**src/rtl/mem_bus_arbiter.sv**
```systemverilog
// Arbitrates the single AXI4-Lite port between the IFU (read-only) and the LSU (read/write).
// One transaction in flight; LSU has fixed priority and the IFU result is dropped after a flush.
module mem_bus_arbiter #(
  parameter int ADDR_W = 32,
  parameter int DATA_W = 32
) (
  input  logic                clk,
  input  logic                rst_n,
  input  logic                flush_i,
  input  logic                ifu_req_i,
  input  logic [ADDR_W-1:0]   ifu_addr_i,
  output logic                ifu_done_o,
  output logic [DATA_W-1:0]   ifu_rdata_o,
  input  logic                lsu_req_i,
  input  logic                lsu_we_i,
  input  logic [ADDR_W-1:0]   lsu_addr_i,
  input  logic [DATA_W-1:0]   lsu_wdata_i,
  input  logic [DATA_W/8-1:0] lsu_wstrb_i,
  output logic                lsu_done_o,
  output logic [DATA_W-1:0]   lsu_rdata_o,
  output logic                bus_err_o,
  output logic                stallreq_ifu_o,
  output logic                stallreq_lsu_o,
  output logic [ADDR_W-1:0]   araddr_o,
  output logic                arvalid_o,
  input  logic                arready_i,
  input  logic [DATA_W-1:0]   rdata_i,
  input  logic [1:0]          rresp_i,
  input  logic                rvalid_i,
  output logic                rready_o,
  output logic [ADDR_W-1:0]   awaddr_o,
  output logic                awvalid_o,
  input  logic                awready_i,
  output logic [DATA_W-1:0]   wdata_o,
  output logic [DATA_W/8-1:0] wstrb_o,
  output logic                wvalid_o,
  input  logic                wready_i,
  input  logic [1:0]          bresp_i,
  input  logic                bvalid_i,
  output logic                bready_o
);

  typedef enum logic [2:0] {
    IDLE    = 3'd0,
    RD_ADDR = 3'd1,
    RD_DATA = 3'd2,
    WR      = 3'd3,
    WR_RESP = 3'd4
  } state_t;

  typedef enum logic [1:0] {
    OWN_NONE = 2'd0,
    OWN_IFU  = 2'd1,
    OWN_LSU  = 2'd2
  } owner_t;

  state_t state_r;
  owner_t owner_r;
  logic   drop_pending_r;

  logic rd_done_s, wr_done_s, final_hs_s, resp_err_s;
  logic ifu_drop_s, ifu_owner_s, lsu_owner_s;
  logic aw_ok_s, w_ok_s, ifu_grant_s;

  assign rd_done_s   = rvalid_i & rready_o;
  assign wr_done_s   = bvalid_i & bready_o;
  assign final_hs_s  = rd_done_s | wr_done_s;
  assign resp_err_s  = rd_done_s ? (rresp_i != 2'b00) : (bresp_i != 2'b00);
  assign ifu_owner_s = (owner_r == OWN_IFU);
  assign lsu_owner_s = (owner_r == OWN_LSU);
  // A flush landing on the completion cycle itself also discards the fetch.
  assign ifu_drop_s  = drop_pending_r | flush_i;

  assign ifu_done_o  = final_hs_s & ifu_owner_s & ~ifu_drop_s;
  assign lsu_done_o  = final_hs_s & lsu_owner_s;
  assign bus_err_o   = final_hs_s & resp_err_s & (lsu_owner_s | (ifu_owner_s & ~ifu_drop_s));
  assign ifu_rdata_o = rdata_i;
  assign lsu_rdata_o = rdata_i;

  assign stallreq_ifu_o = rst_n & ifu_req_i & ~ifu_done_o;
  assign stallreq_lsu_o = rst_n & lsu_req_i & ~lsu_done_o;

  assign aw_ok_s     = ~awvalid_o | awready_i;
  assign w_ok_s      = ~wvalid_o | wready_i;
  assign ifu_grant_s = ifu_req_i & ~flush_i;

  // Transaction sequencer: grant in IDLE, then drive the AXI channels with registered valids/readies.
  always_ff @(posedge clk or negedge rst_n) begin
    if (!rst_n) begin
      state_r        <= IDLE;
      owner_r        <= OWN_NONE;
      drop_pending_r <= 1'b0;
      araddr_o       <= {ADDR_W{1'b0}};
      arvalid_o      <= 1'b0;
      rready_o       <= 1'b0;
      awaddr_o       <= {ADDR_W{1'b0}};
      awvalid_o      <= 1'b0;
      wdata_o        <= {DATA_W{1'b0}};
      wstrb_o        <= {(DATA_W/8){1'b0}};
      wvalid_o       <= 1'b0;
      bready_o       <= 1'b0;
    end else begin
      if (flush_i && owner_r == OWN_IFU) begin
        drop_pending_r <= 1'b1;
      end
      case (state_r)
        IDLE: begin
          if (lsu_req_i) begin
            owner_r <= OWN_LSU;
            if (lsu_we_i) begin
              state_r   <= WR;
              awaddr_o  <= lsu_addr_i;
              wdata_o   <= lsu_wdata_i;
              wstrb_o   <= lsu_wstrb_i;
              awvalid_o <= 1'b1;
              wvalid_o  <= 1'b1;
            end else begin
              state_r   <= RD_ADDR;
              araddr_o  <= lsu_addr_i;
              arvalid_o <= 1'b1;
            end
          end else if (ifu_grant_s) begin
            owner_r   <= OWN_IFU;
            state_r   <= RD_ADDR;
            araddr_o  <= ifu_addr_i;
            arvalid_o <= 1'b1;
          end else begin
            owner_r <= OWN_NONE;
          end
        end
        RD_ADDR: begin
          if (arready_i) begin
            arvalid_o <= 1'b0;
            rready_o  <= 1'b1;
            state_r   <= RD_DATA;
          end
        end
        RD_DATA: begin
          if (rvalid_i) begin
            rready_o       <= 1'b0;
            state_r        <= IDLE;
            owner_r        <= OWN_NONE;
            drop_pending_r <= 1'b0;
          end
        end
        WR: begin
          if (aw_ok_s && w_ok_s) begin
            awvalid_o <= 1'b0;
            wvalid_o  <= 1'b0;
            bready_o  <= 1'b1;
            state_r   <= WR_RESP;
          end else begin
            if (awready_i) begin
              awvalid_o <= 1'b0;
            end
            if (wready_i) begin
              wvalid_o <= 1'b0;
            end
          end
        end
        WR_RESP: begin
          if (bvalid_i) begin
            bready_o       <= 1'b0;
            state_r        <= IDLE;
            owner_r        <= OWN_NONE;
            drop_pending_r <= 1'b0;
          end
        end
        default: begin
          state_r        <= IDLE;
          owner_r        <= OWN_NONE;
          drop_pending_r <= 1'b0;
          arvalid_o      <= 1'b0;
          rready_o       <= 1'b0;
          awvalid_o      <= 1'b0;
          wvalid_o       <= 1'b0;
          bready_o       <= 1'b0;
        end
      endcase
    end
  end

endmodule

```
**config.mk**
```make
export PLATFORM = sky130hd
export DESIGN_NAME = mem_bus_arbiter
export DESIGN_NICKNAME = d
export VERILOG_FILES = /design/src/rtl/mem_bus_arbiter.sv
export SDC_FILE = /design/constraint.sdc
export NUM_CORES = 1
export LEC_CHECK = 0
export BUFFER_PORTS_ARGS = -buffer_cell sky130_fd_sc_hd__buf_2
export CAP_MARGIN = 20
export CORE_AREA = 5 5 122 124
export CTS_CLUSTER_SIZE = 40
export DETAILED_ROUTE_END_ITERATION = 8
export DIE_AREA = 0 0 127 129
export MAX_ROUTING_LAYER = met4
export PLACE_DENSITY = 0.75
export SLEW_MARGIN = 15
export SYNTH_ARGS = -nofsm -noshare
export SYNTH_HDL_FRONTEND = slang
export SYNTH_SLANG_ARGS = --single-unit
```
**constraint.sdc**
```tcl
create_clock -name clk -period 4.15 [get_ports clk]
set_input_delay 0.415 -clock clk [delete_from_list [all_inputs] [get_ports clk]]
set_output_delay 0.415 -clock clk [all_outputs]
set_load 0.02 [all_outputs]
```
After elaboration in Yosys (flattened, before gate mapping)
Cells that the tools add are included.
- bits in latches: 0
- logic and storage cells: 119
- memory bits (read-only): 0
- flip-flop bits (word level): 111
- bits in writable memories: 0
- memories: 0
- magnitude comparators: 0
- bitwise logic cells: 29
- $add $sub $neg: 0
- multipliers: 0
- muxes and demuxes: 40
- eq/ne operators: 17
- reductions and logical operators: 21
- div/mod/pow operators: 0
- shifts and indexed selects: 0
- operators by type and width (cell ; number):
    32-bit 2-to-1 mux ; 3
    1-bit 2-to-1 mux ; 19
    3-bit 2-to-1 mux ; 6
    1-bit case mux with 3 select lines ; 6
    3-bit case mux with 5 select lines ; 1
    3-bit AND reduction ; 5
    3-bit OR reduction ; 5
    2-bit != test (second input constant) ; 7
    1-bit AND ; 13
    3-bit != test (second input constant) ; 4
    4-bit AND reduction ; 3
    1-bit NOT ; 11
    2-bit 2-to-1 mux ; 4
    2-bit case mux with 4 select lines ; 1
    3-bit by 2-bit == test with 1-bit output (second input constant) ; 2
    2-bit nonzero test ; 3
    1-bit OR ; 5
    5-bit AND reduction ; 1
    3-bit by 1-bit == test with 1-bit output (second input constant) ; 1
    3-bit == test (second input constant) ; 1
    3-bit logical NOT ; 1
    2-bit by 1-bit == test with 1-bit output (second input constant) ; 1
    2-bit == test (second input constant) ; 1
    1-bit logical AND ; 2
    2-bit OR reduction ; 1

Depth between registers and ports, before layout
- depth after elaboration: 6
- gate-level depth with buffers: 5
- depth with buffers taken out: 3

Worst setup path after synthesis
OpenSTA, ideal clock, no wires.
- path kind: input to output
- from: in flush_i
- to: out stallreq_ifu_o
- data required time: 3735 ps
- buffers on the path: 0
- arrival: 1596 ps
- setup slack: 2139 ps
- stages: 3
- cells stage by stage: or4b_2 nor2_1 nor2_1
- longest elaborated chain between the ends: 5
- RTL lines (item ; RTL line ; source):
    start, declared ; 9 ; input logic flush_i,
    1-bit OR ; 72 ; assign ifu_drop_s = drop_pending_r | flush_i;
    1-bit NOT ; 74 ; assign ifu_done_o = final_hs_s & ifu_owner_s & ~ifu_drop_s;
    1-bit AND ; 74 ;
    named net ifu_done_o ; 12 ; output logic ifu_done_o,
    1-bit NOT ; 80 ; assign stallreq_ifu_o = rst_n & ifu_req_i & ~ifu_done_o;
    1-bit AND ; 80 ;
    end, declared ; 22 ; output logic stallreq_ifu_o,
The timed path passes the listed nets, and every way through them passes these cells.

Worst setup path after layout
- from: in lsu_req_i
- to: reg araddr_o[23]
- longest elaborated chain between the ends: 2
- elaborated cells on any way between the ends: 4
- RTL lines (item ; RTL line ; source):
    start, declared ; 14 ; input logic lsu_req_i,
    2-bit != test (no source line) or 2-bit nonzero test (tied branches) ; n/a ;
    3-bit AND reduction (no source line) ; n/a ;
    end signal, assigned ; 93 ; araddr_o <= {ADDR_W{1'b0}};
    end signal, assigned ; 119 ; araddr_o <= lsu_addr_i;
    end signal, assigned ; 125 ; araddr_o <= ifu_addr_i;
    end, declared ; 24 ; output logic [ADDR_W-1:0] araddr_o,
Parallel ways exist; a longest one is shown, timed or not.
A chain may end at the register's enable or synchronous reset.

==> impl_metrics.tcl <==
set metrics [dict create \
    cts_tree "done" \
    numCtsBuffers 9 \
    status "completed" \
    cap_violations 0 \
    slew_headroom_pct 37.8 \
    die_area_um2 16400 \
    fin_crit_ns 2.41 \
    rsz0062_at_grt "no" \
    synth_nets 541 \
    cts_setup_buffers 0 \
    diodes 0 \
    grtUsageTotal_pct 16.7 \
    rows 43 \
    first_pass_iters 4 \
    grt_max_degree 73 \
    seqCellArea_um2 2780 \
    synth_area_leader_cell "dfrtp_1" \
    initial_utilization_pct 38.7 \
    power_mw 5.12 \
    setup_viol 0 \
    critPathSlowestCell "or3b_2" \
    dr.first_iter.drc_count 153 \
    p_leak_nw 3.05 \
    syn2layout_area_growth_pct 20.5 \
    final_core_util_pct 46.6 \
    ys_warn_count 0 \
    place.gp.congestion 0.781 \
    ctsResizeCount 0 \
    critPathMaxStageDelay_ns 0.63 \
    use_met3_pct 5.60 \
    holdBufCountCts 0 \
    place_hpwl_mm 10.0 \
    route.detailed.drc 0 \
    finalMaxSlewViolations 0 \
    clkTransAtPathRegs_ns 0.08 \
    syn_inst 394 \
    wirelength_mm 13.1 \
    fillers 1241 \
    grt_overflow_total 0 \
    synth_top_area_share_pct 52.6 \
    core_um2 13700 \
    crit_chain "buf_2, or3b_2, a21oi_4, buf_4, mux2_2" \
    multi_input_area_um2 1890 \
    grt_pass1_vias 4119 \
    grt_antenna_before_repair 0 \
    max_freq_ghz 0.415 \
    antenna_left 0 \
    seq_area_frac_synth_pct 52.6 \
    hold_class "in -> async" \
    fin_setup_tns_ns 0 \
    p_per_area_nw_per_um2 803 \
    grtUsageMet2_pct 28.2 \
    arrival_ns 2.64 \
    endpoint_kind "flip-flop" \
    clock-root-buffer "clkbuf_16" \
    grt_util_met1_pct 18.0 \
    h-tree-depth 3 \
    synth_edf_count 0 \
    layout.nets 699 \
    syn_area_um2 5280 \
    synthDistinctLibCells 34 \
    die_h_um 129 \
    crit_type "in -> reg" \
    wl_per_cell_um 17.7 \
    ys_async_sr_fraction_pct 100 \
    crit_fanout 38 \
    yosysMostFrequentCell "mux2_2" \
    via_per_inst 4.87 \
    startpoint_type "input pin" \
    synth_common_cells "mux2_2 (130), dfrtp_1 (111), buf_4 (71), nand2_1 (11), nor2_1 (8)" \
    peakVddDrop_mv 0.447 \
    post-route-period-util_pct 58.0 \
    grt_pass1_wl_mm 20.9 \
    synth.area.top_cells "dfrtp_1 (53%), mux2_2 (28%), buf_4 (10%), nand2_1 (0.78%), buf_6 (0.64%)" \
    synth_seq_cells 111 \
    syn_area_per_cell_um2 13.4 \
    ios 321 \
    drive_gt1_share_pct 68.9 \
    cts.sinks 111 \
    io_buffers 224 \
    tightest_slew_ns 0.934 \
    clk_latency_ns 0.35 \
    busiest_layer "met2" \
    finalClockSkew_ns 0.00946 \
    final_hold_viol_count 0 \
    vias 3586 \
    synth_top_flop_cell "dfrtp_1" \
    cp.required_ns 4.38 \
    clockBufferDepth 2 \
    die_w_um 127 \
]
-- final cells by class --
| type | instances | area share, % |
|---|---|---|
| inverters | 6 | 0.354 |
| clock buffers | 9 | 3.54 |
| clock inverters | 6 | 1.20 |
| multi-input cells | 196 | 29.6 |
| repair buffers | 228 | 18.1 |
| flip-flops and latches | 111 | 43.6 |
| well taps | 180 | 3.54 |
-- path summary, 6_finish.rpt --
| kind | slack, ns | to | start | cells past startpoint |
|---|---|---|---|---|
| min in group clk | 0.30 | wdata_o[5] | lsu_wdata_i[5] | 2 |
| worst max-delay path | 1.74 | araddr_o[23] | lsu_req_i | 5 |
| worst min-delay path | 0.04 | wdata_o[31] | rst_n | 1 |
| worst min register to register | 0.50 | araddr_o[27] | araddr_o[27] | 1 |
| max in group asynchronous | 2.77 | wstrb_o[0] | rst_n | 2 |
| worst max register to register | 1.85 | araddr_o[23] | state_r[2] | 4 |
-- metrics by stage --
| step | cells | hold slack (ns) | setup slack (ns) | cell area, um2 |
|---|---|---|---|---|
| 2_1_floorplan | 394 | 0.119 | 2.14 | 5280 |
| 3_3_place_gp | 721 | 0.414 | 1.41 | 6070 |
| 3_5_place_dp | 721 | 0.434 | 1.35 | 6070 |
| 4_1_cts | 736 | 0.0495 | 1.72 | 6370 |
| 5_1_grt | 736 | 0.0776 | 1.64 | 6370 |
| 6_report | 736 | 0.0370 | 1.74 | 6370 |
-- flip-flops by register name, summed over array words and instances, names as in the netlist --
name            flops
araddr_o           32
arvalid_o           1
awaddr_o           32
awvalid_o           1
bready_o            1
drop_pending_r      1
owner_r             2
rready_o            1
state_r             3
wdata_o            32
wstrb_o             4
wvalid_o            1
-- critical path: cells and delay by family --
kind | cells | cell delay [ns]
mux | 1 | 0.38
compound gates | 1 | 0.42
buf+inv | 2 | 0.78
simple gates | 1 | 0.63
-- metal layers --
metal,vias up,routed length [um]
li1,1627,-
met1,1751,4830
met2,162,6710
met3,46,1160
met4,0,354
met5,-,0
-- cells in the final DEF (no fill, tap or decap), types with 2 or more instances in the layout --
master / count
a21oi_1: 4
a31o_2: 3
and3_1: 2
buf_2: 223
buf_4: 5
clkbuf_16: 9
clkinv_4: 2
dfrtp_1: 111
inv_1: 6
inv_6: 2
mux2_1: 2
mux2_2: 130
nand2_1: 11
nand2b_1: 3
nor2_1: 8
nor2b_1: 4
nor4b_1: 2
o21ai_0: 6
o311ai_0: 2
o31ai_1: 3
or2_2: 2
-- logic make-up (layout without fill, tap and decap cells) --
group | Yosys count | in the layout | synth area share (%)
flops | 111 | 111 | 52.6
mux | 132 | 132 | 28.1
buf+inv | 87 | 249 | 11.7
simple gates | 39 | 39 | 4.07
compound gates | 25 | 25 | 3.53
-- where the power goes --
part / total [mW] / internal [mW] / switching, mW
Clock: 0.889 / 0.476 / 0.413
Combinational: 2.27 / 0.976 / 1.29
Sequential: 1.96 / 1.63 / 0.330
Note: power is estimated with default switching activity, not from simulation.
